File: config.mk
export PLATFORM = sky130hd
export DESIGN_NAME = instr_issue_queue_flat
export DESIGN_NICKNAME = d
export VERILOG_FILES = /design/src/rtl/mp_pkg.sv /design/src/rtl/instr_issue_queue_if.sv /design/src/rtl/iq_fifo.sv /design/src/rtl/instr_issue_queue.sv /design/src/flat_wrapper.sv
export SDC_FILE = /design/constraint.sdc
export NUM_CORES = 1
export LEC_CHECK = 0
export BUFFER_PORTS_ARGS = -buffer_cell sky130_fd_sc_hd__buf_2
export CAP_MARGIN = 10
export CORE_UTILIZATION = 52
export DETAILED_ROUTE_END_ITERATION = 10
export PLACE_DENSITY = 0.71
export SKIP_LAST_GASP = 1
export SLEW_MARGIN = 30
export SYNTH_ARGS = -nofsm -noshare
export SYNTH_HDL_FRONTEND = slang
export SYNTH_SLANG_ARGS = --single-unit
File: constraint.sdc
create_clock -name clk -period 4.8 [get_ports clk]
set_clock_uncertainty 0.1 [all_clocks]
set_input_delay 0.48 -clock clk [delete_from_list [all_inputs] [get_ports clk]]
set_output_delay 0.48 -clock clk [all_outputs]
set_load 0.1 [all_outputs]
File: src/rtl/mp_pkg.sv
// Shared opcode, field and state definitions for the issue queue and
// the core's opcode checker.
package mp_pkg;

  localparam logic [5:0] OP_MIN = 6'd1;
  localparam logic [5:0] OP_ADD = 6'd3;
  localparam logic [5:0] OP_XOR = 6'd5;
  localparam logic [5:0] OP_MAX = 6'd7;
  localparam logic [5:0] OP_AVG = 6'd9;
  localparam logic [5:0] OP_NOT = 6'd10;
  localparam logic [5:0] OP_AND = 6'd11;
  localparam logic [5:0] OP_INV = 6'd12;
  localparam logic [5:0] OP_ABS = 6'd13;
  localparam logic [5:0] OP_OR  = 6'd14;
  localparam logic [5:0] OP_SUB = 6'd15;

  localparam int OPC_LSB = 0;
  localparam int OPC_MSB = 5;
  localparam int SR1_LSB = 6;
  localparam int SR1_MSB = 10;
  localparam int SR2_LSB = 11;
  localparam int SR2_MSB = 15;
  localparam int DST_LSB = 16;
  localparam int DST_MSB = 20;

  typedef enum logic [1:0] {
    ST_IDLE  = 2'd0,
    ST_RUN   = 2'd1,
    ST_DRAIN = 2'd2
  } iq_state_e;

  function automatic logic is_valid_opcode(input logic [5:0] op);
    return op inside {OP_MIN, OP_ADD, OP_XOR, OP_MAX,
                      OP_AVG, OP_NOT, OP_AND, OP_INV,
                      OP_ABS, OP_OR, OP_SUB};
  endfunction

endpackage

File: src/rtl/instr_issue_queue_if.sv
// Loader handshake, control pulses and status/statistics bundle
// between the issue queue and its environment.
interface instr_issue_queue_if #(
  parameter int CNT_W = 16
);
  logic             start;
  logic             halt;
  logic [31:0]      in_instr;
  logic             in_valid;
  logic             in_ready;
  logic [31:0]      instr_out;
  logic             busy;
  logic             done;
  logic             drop_err;
  logic [CNT_W-1:0] issue_cnt;
  logic [CNT_W-1:0] bubble_cnt;
  logic [CNT_W-1:0] drop_cnt;

  modport master (
    output start, halt, in_instr, in_valid,
    input  in_ready, instr_out, busy, done, drop_err,
    input  issue_cnt, bubble_cnt, drop_cnt
  );

  modport slave (
    input  start, halt, in_instr, in_valid,
    output in_ready, instr_out, busy, done, drop_err,
    output issue_cnt, bubble_cnt, drop_cnt
  );
endinterface

File: src/rtl/iq_fifo.sv
// Circular instruction queue; wrap bit on each pointer separates
// full from empty.
module iq_fifo #(
  parameter int DEPTH = 8,
  parameter int W     = 32
) (
  input  logic         clk,
  input  logic         rst,
  input  logic         push_i,
  input  logic         pop_i,
  input  logic [W-1:0] data_i,
  output logic [W-1:0] head_o,
  output logic         full_o,
  output logic         empty_o
);
  localparam int AW = $clog2(DEPTH);

  logic [AW:0]  wptr_q, rptr_q;
  logic [W-1:0] mem_q [DEPTH];
  logic         wr, rd;

  assign full_o  = (wptr_q[AW] != rptr_q[AW]) &&
                   (wptr_q[AW-1:0] == rptr_q[AW-1:0]);
  assign empty_o = (wptr_q == rptr_q);
  assign head_o  = mem_q[rptr_q[AW-1:0]];
  assign wr      = push_i && !full_o;
  assign rd      = pop_i && !empty_o;

  always_ff @(posedge clk or posedge rst) begin
    if (rst) begin
      wptr_q <= '0;
      rptr_q <= '0;
    end else begin
      if (wr) wptr_q <= wptr_q + 1'b1;
      if (rd) rptr_q <= rptr_q + 1'b1;
    end
  end

  always_ff @(posedge clk) begin
    if (wr) mem_q[wptr_q[AW-1:0]] <= data_i;
  end
endmodule

File: src/rtl/instr_issue_queue.sv
// Issue stage: buffers loader words, drops bad opcodes, issues one
// word or a NOP bubble per cycle with RAW hazard stalls.
module instr_issue_queue
  import mp_pkg::*;
#(
  parameter int          DEPTH     = 8,
  parameter int          HAZ_DEPTH = 2,
  parameter logic [31:0] NOP_INSTR = 32'h0,
  parameter int          CNT_W     = 16
) (
  input  logic                clk,
  input  logic                rst,
  instr_issue_queue_if.slave  bus
);
  iq_state_e state_q, state_d;

  logic [31:0]      head, instr_out_q;
  logic             full, empty;
  logic             push, valid_op, wr_en;
  logic             issuing, pop, hazard;
  logic             done_q, done_d, drop_err_q;
  logic [CNT_W-1:0] issue_cnt_q, bubble_cnt_q, drop_cnt_q;

  logic [HAZ_DEPTH-1:0]      hv_q, hv_d;
  logic [HAZ_DEPTH-1:0][4:0] hd_q, hd_d;

  assign bus.in_ready = !rst && !full && (state_q != ST_DRAIN);
  assign push     = bus.in_valid && bus.in_ready;
  assign valid_op = is_valid_opcode(bus.in_instr[OPC_MSB:OPC_LSB]);
  assign wr_en    = push && valid_op;
  assign issuing  = (state_q == ST_RUN) || (state_q == ST_DRAIN);
  assign pop      = issuing && !empty && !hazard;

  iq_fifo #(
    .DEPTH (DEPTH),
    .W     (32)
  ) u_fifo (
    .clk     (clk),
    .rst     (rst),
    .push_i  (wr_en),
    .pop_i   (pop),
    .data_i  (bus.in_instr),
    .head_o  (head),
    .full_o  (full),
    .empty_o (empty)
  );

  always_comb begin
    hazard = 1'b0;
    for (int i = 0; i < HAZ_DEPTH; i++) begin
      if (hv_q[i] &&
          ((hd_q[i] == head[SR1_MSB:SR1_LSB]) ||
           (hd_q[i] == head[SR2_MSB:SR2_LSB])))
        hazard = 1'b1;
    end
  end

  always_comb begin
    state_d = state_q;
    done_d  = 1'b0;
    unique case (state_q)
      ST_IDLE:  if (bus.start) state_d = ST_RUN;
      ST_RUN:   if (bus.halt) state_d = ST_DRAIN;
      ST_DRAIN: begin
        if (empty) begin
          state_d = ST_IDLE;
          done_d  = 1'b1;
        end
      end
      default:  state_d = ST_IDLE;
    endcase
  end

  // Every issue slot shifts; bubbles enter as invalid entries.
  always_comb begin
    hv_d = hv_q;
    hd_d = hd_q;
    if (done_d) begin
      hv_d = '0;
    end else if (issuing) begin
      for (int i = HAZ_DEPTH - 1; i > 0; i--) begin
        hv_d[i] = hv_q[i-1];
        hd_d[i] = hd_q[i-1];
      end
      hv_d[0] = pop;
      hd_d[0] = head[DST_MSB:DST_LSB];
    end
  end

  always_ff @(posedge clk or posedge rst) begin
    if (rst) begin
      state_q      <= ST_IDLE;
      instr_out_q  <= NOP_INSTR;
      done_q       <= 1'b0;
      drop_err_q   <= 1'b0;
      hv_q         <= '0;
      hd_q         <= '0;
      issue_cnt_q  <= '0;
      bubble_cnt_q <= '0;
      drop_cnt_q   <= '0;
    end else begin
      state_q     <= state_d;
      done_q      <= done_d;
      drop_err_q  <= push && !valid_op;
      hv_q        <= hv_d;
      hd_q        <= hd_d;
      instr_out_q <= pop ? head : NOP_INSTR;
      if (pop && issue_cnt_q != '1)
        issue_cnt_q <= issue_cnt_q + 1'b1;
      if (issuing && !pop && bubble_cnt_q != '1)
        bubble_cnt_q <= bubble_cnt_q + 1'b1;
      if (push && !valid_op && drop_cnt_q != '1)
        drop_cnt_q <= drop_cnt_q + 1'b1;
    end
  end

  assign bus.instr_out  = instr_out_q;
  assign bus.busy       = (state_q != ST_IDLE);
  assign bus.done       = done_q;
  assign bus.drop_err   = drop_err_q;
  assign bus.issue_cnt  = issue_cnt_q;
  assign bus.bubble_cnt = bubble_cnt_q;
  assign bus.drop_cnt   = drop_cnt_q;
endmodule

File: src/flat_wrapper.sv
// flat-port wrapper written by rule: the top's interface ports become plain ports
module instr_issue_queue_flat import mp_pkg::*;
#(
  parameter int          DEPTH     = 8,
  parameter int          HAZ_DEPTH = 2,
  parameter logic [31:0] NOP_INSTR = 32'h0,
  parameter int          CNT_W     = 16
)
  (clk, rst, bus_start, bus_halt, bus_in_instr, bus_in_valid, bus_in_ready, bus_instr_out, bus_busy, bus_done, bus_drop_err, bus_issue_cnt, bus_bubble_cnt, bus_drop_cnt);
  instr_issue_queue_if #(.CNT_W(CNT_W)) bus_i ();
  input  logic clk;
  input  logic rst;
  input wire logic [$bits(bus_i.start)-1:0] bus_start;
  input wire logic [$bits(bus_i.halt)-1:0] bus_halt;
  input wire logic [$bits(bus_i.in_instr)-1:0] bus_in_instr;
  input wire logic [$bits(bus_i.in_valid)-1:0] bus_in_valid;
  output wire logic [$bits(bus_i.in_ready)-1:0] bus_in_ready;
  output wire logic [$bits(bus_i.instr_out)-1:0] bus_instr_out;
  output wire logic [$bits(bus_i.busy)-1:0] bus_busy;
  output wire logic [$bits(bus_i.done)-1:0] bus_done;
  output wire logic [$bits(bus_i.drop_err)-1:0] bus_drop_err;
  output wire logic [$bits(bus_i.issue_cnt)-1:0] bus_issue_cnt;
  output wire logic [$bits(bus_i.bubble_cnt)-1:0] bus_bubble_cnt;
  output wire logic [$bits(bus_i.drop_cnt)-1:0] bus_drop_cnt;
  assign bus_i.start = bus_start;
  assign bus_i.halt = bus_halt;
  assign bus_i.in_instr = bus_in_instr;
  assign bus_i.in_valid = bus_in_valid;
  assign bus_in_ready = bus_i.in_ready;
  assign bus_instr_out = bus_i.instr_out;
  assign bus_busy = bus_i.busy;
  assign bus_done = bus_i.done;
  assign bus_drop_err = bus_i.drop_err;
  assign bus_issue_cnt = bus_i.issue_cnt;
  assign bus_bubble_cnt = bus_i.bubble_cnt;
  assign bus_drop_cnt = bus_i.drop_cnt;
  instr_issue_queue #(.DEPTH(DEPTH), .HAZ_DEPTH(HAZ_DEPTH), .NOP_INSTR(NOP_INSTR), .CNT_W(CNT_W)) u_core (.clk(clk), .rst(rst), .bus(bus_i));
endmodule
==> impl_results.md <==
- MaxCap Viol Count: 0
- Post-synthesis sequential area ratio: 0.724
- Top cells by area, synth: edfxtp_1 54%, dfrtp_1 18%, mux4_2 7.9%
- Most frequent cells in the layout: 256 x edfxtp_1, 120 x buf_2, 101 x dfrtp_1
- H-Tree Depth: 2
- Full die area: approximately 0.028 mm2
- XOR/XNOR Fraction of Synth Area: 0.0444
- Most common cell after layout, fill and taps aside: edfxtp_1
- Most used cell, CP: nor2_1
- Setup TNS: 0 ns
- Synth Instances: approximately 800
- # rows: 60
- Vias per std cell: between 5 and 6
- Synth async-reset ratio: 0.289
- Synth Register Bits: between 300 and 400
- Synth cell types: 42
- Detailed Route WL: between 20000 and 30000 um
- Post-CTS Setup Bufs: 0
- Yosys Warn Count: 0
- Cell area after placement: ~0.015 mm2
- Dpl hpwl: roughly 17000 um
- Cell area after layout: 0.0165 mm2
- Post-synthesis compound-gate area fraction: 0.0144
- CTS tree: built
- CTS root buffer: clkbuf_16
- Antenna violations before repair: 1
- Critical path, cell by cell: mux4_2 -> mux2i_1 -> xnor2_1 -> nor2_1 -> nand4_1 -> o21ai_1 -> a2111o_2 -> nor2_1 -> mux2_2
- Skew-Pair Late Insertion Delay: 0.52 ns
- Final hold violation count: 0
- Crit path max-delay cell type: a2111o_2
- Max clock buf depth: 3
- Unrepaired setup endpoints after global routing: no
- Ant diodes: 0
- Core Util, Final: 0.615
- Vias in the first global route: ~7500
- Cell Area, Synth: between 0.01 and 0.015 mm2
- Routed via count: around 7500
- PwrDens: ~650 mW/mm2
- Largest stage delay on the critical path: 0.79 ns
- Critical path endpoint category: flop
- Initial core utilization: 0.528
- Cts repair resizes: 0
- Largest family of logic cells by synthesized area: multiplexers
- PortBufs: 120
- Die Ht: between 150 and 200 um
- WHS: 0.0406 ns
- Iteration-0 DRC Markers: approximately 540
- Area growth, synth to finish: 16.3%
- # DRC: 0
- Total grt overflow: 0
- Largest net degree at the start of global routing: 82
- Clk pin slew, worst setup/hold paths: around 0.06 ns
- Tot GR Track Use: 0.204
- Hold_buf cts: 0
- Status: finished, final reports clean
- Max Clock Freq: approximately 270 MHz
- Simple-gate share of the synthesized area: 0.0634
- Rel. slew slack: 0.479
- Nets: 1010
- Min-delay worst type: in2async
- Core ar.: between 0.02 and 0.03 mm2
- Yosys top cell by area: edfxtp_1
- Post-synth EDFFs: 256
- First-pass GRT wire length: approximately 43000 um
- Leakage: 6.45 nW
- Yosys top cell area share: 0.541
- TritonRoute pass-1 iters: 4
- Peak VDD IR: 443 uV
- Die width: roughly 170 um
- Worst-Margin Slew: just under 0.8 ns
- Crit Path Max Fanout: 39
- Avg WL per Cell: around 21 um
- Adder and majority gate portion of the synthesized area: 0.00881
- Max Slew Vio Count: 0
- Tcrit/Tclk final: 0.778
- Final ANT Viol Nets: 0
- Top-level I/O count: between 100 and 150
- Mux contribution to synthesized area: 0.127
- GPL Wtd Cong: a little over 0.8
- Worst setup SP type: flop
- Fin crit period: roughly 3.7 ns
- CP Data Required Time: 5.10 ns
- Share of layout cells above drive strength 1: 0.283
- Avg Inst Size Synth: ~17 um2
- Num CTS Buffers: 38
- Syn nets: between 800 and 900
- Ys flop type: edfxtp_1
- Final setup fails: 0
- Worst EP arrival: 4.04 ns
- Clk sink count: 360
- WS Path Type: reg2reg
per-stage QoR:
| step | instances | power, mW | worst slack, ns |
|---|---|---|---|
| 2_1_floorplan | 818 | 7.24 | 0.253 |
| 3_3_place_gp | 1264 | 8.01 | 1.14 |
| 3_5_place_dp | 1264 | 8.03 | 1.06 |
| 4_1_cts | 1333 | 10.9 | 1.06 |
| 5_1_grt | 1333 | 11.3 | 0.854 |
| 6_report | 1333 | 10.8 | 1.07 |
layout make-up:
type,count,area [um2]
repair buffers,141,771
well taps,341,427
fillers,1956,10300
flip-flops and latches,360,10300
multi-input cells,408,3760
clock inverters,12,143
clock buffers,57,1070
inverters,14,57.6
sequential cells by signal, summed over array words and instances (netlist names):
name / cells
u_core.bus.instr_out: 32
u_core.state_q: 2
u_core.u_fifo.mem_q: 256
u_core.bus.bubble_cnt: 16
u_core.u_fifo.rptr_q: 4
u_core.bus.drop_cnt: 16
u_core.bus.done: 1
u_core.u_fifo.wptr_q: 4
u_core.hd_q: 10
u_core.bus.issue_cnt: 16
u_core.hv_q: 2
u_core.bus.drop_err: 1
routing by layer:
layer  GRT usage  part of all wire  vias to the layer above
li1            -                 -                     3393
met1       0.284              0.44                     3776
met2       0.327              0.48                      229
met3      0.0364             0.053                       55
met4      0.0690             0.026                        2
met5           0           0.00040                        -
critical path: cells and delay by family (launching register included):
family | cells | cell delay [ns]
mux | 3 | 1.27
compound gates | 2 | 0.86
flops | 1 | 0.76
simple gates | 3 | 0.44
xor+xnor | 1 | 0.17
power by group:
group          internal (mW)  switching (mW)
Combinational           1.22            2.70
Sequential              3.65           0.386
Clock                   1.67            1.16
worst paths after layout:
| check | depth (start not counted) | endpoint | from | slack [ns] |
|---|---|---|---|---|
| worst max register to register | 9 | u_core.bus.issue_cnt[1] | u_core.u_fifo.rptr_q[0] | 1.07 |
| max in group asynchronous | 3 | u_core.bus.issue_cnt[7] | rst | 3.75 |
| min in group clk | 1 | u_core.u_fifo.mem_q[6][31] | bus_in_instr[31] | 0.12 |
| worst min register to register | 1 | u_core.bus.issue_cnt[14] | u_core.bus.issue_cnt[14] | 0.38 |
| worst min-delay path | 2 | u_core.bus.instr_out[0] | rst | 0.04 |
| worst max-delay path | 9 | u_core.bus.issue_cnt[1] | u_core.u_fifo.rptr_q[0] | 1.07 |
cell usage after synthesis (2+ instances only):
| master | instances |
|---|---|
| or3_1 | 2 |
| o21ai_0 | 7 |
| nor2_1 | 55 |
| mux2i_1 | 53 |
| or2_2 | 2 |
| a22oi_1 | 14 |
| mux4_2 | 50 |
| buf_1 | 3 |
| o21ai_1 | 2 |
| xor2_1 | 41 |
| nor2b_1 | 2 |
| nand2_1 | 34 |
| and3_1 | 16 |
| nand4_1 | 15 |
| buf_2 | 15 |
| clkbuf_1 | 13 |
| dfrtp_1 | 104 |
| nor3_1 | 14 |
| mux2_2 | 13 |
| a31oi_1 | 2 |
| inv_1 | 14 |
| buf_4 | 2 |
| nand3_1 | 22 |
| ha_1 | 10 |
| nor3b_1 | 8 |
| xnor2_1 | 31 |
| edfxtp_1 | 256 |
| and2_1 | 2 |
| nor4_2 | 3 |
cells by family (layout without fill, tap and decap cells):
kind of cell / Yosys count / count (layout)
AO/OA/AOI/OAI: 30 / 30
flip-flops: 360 / 360
adder cells (fa/ha/maj): 10 / 10
buffers and inverters: 50 / 224
XOR/XNOR: 72 / 72
multiplexers: 116 / 116
AND/OR/NAND/NOR: 180 / 180
Note: power is estimated with default switching activity, not from simulation.
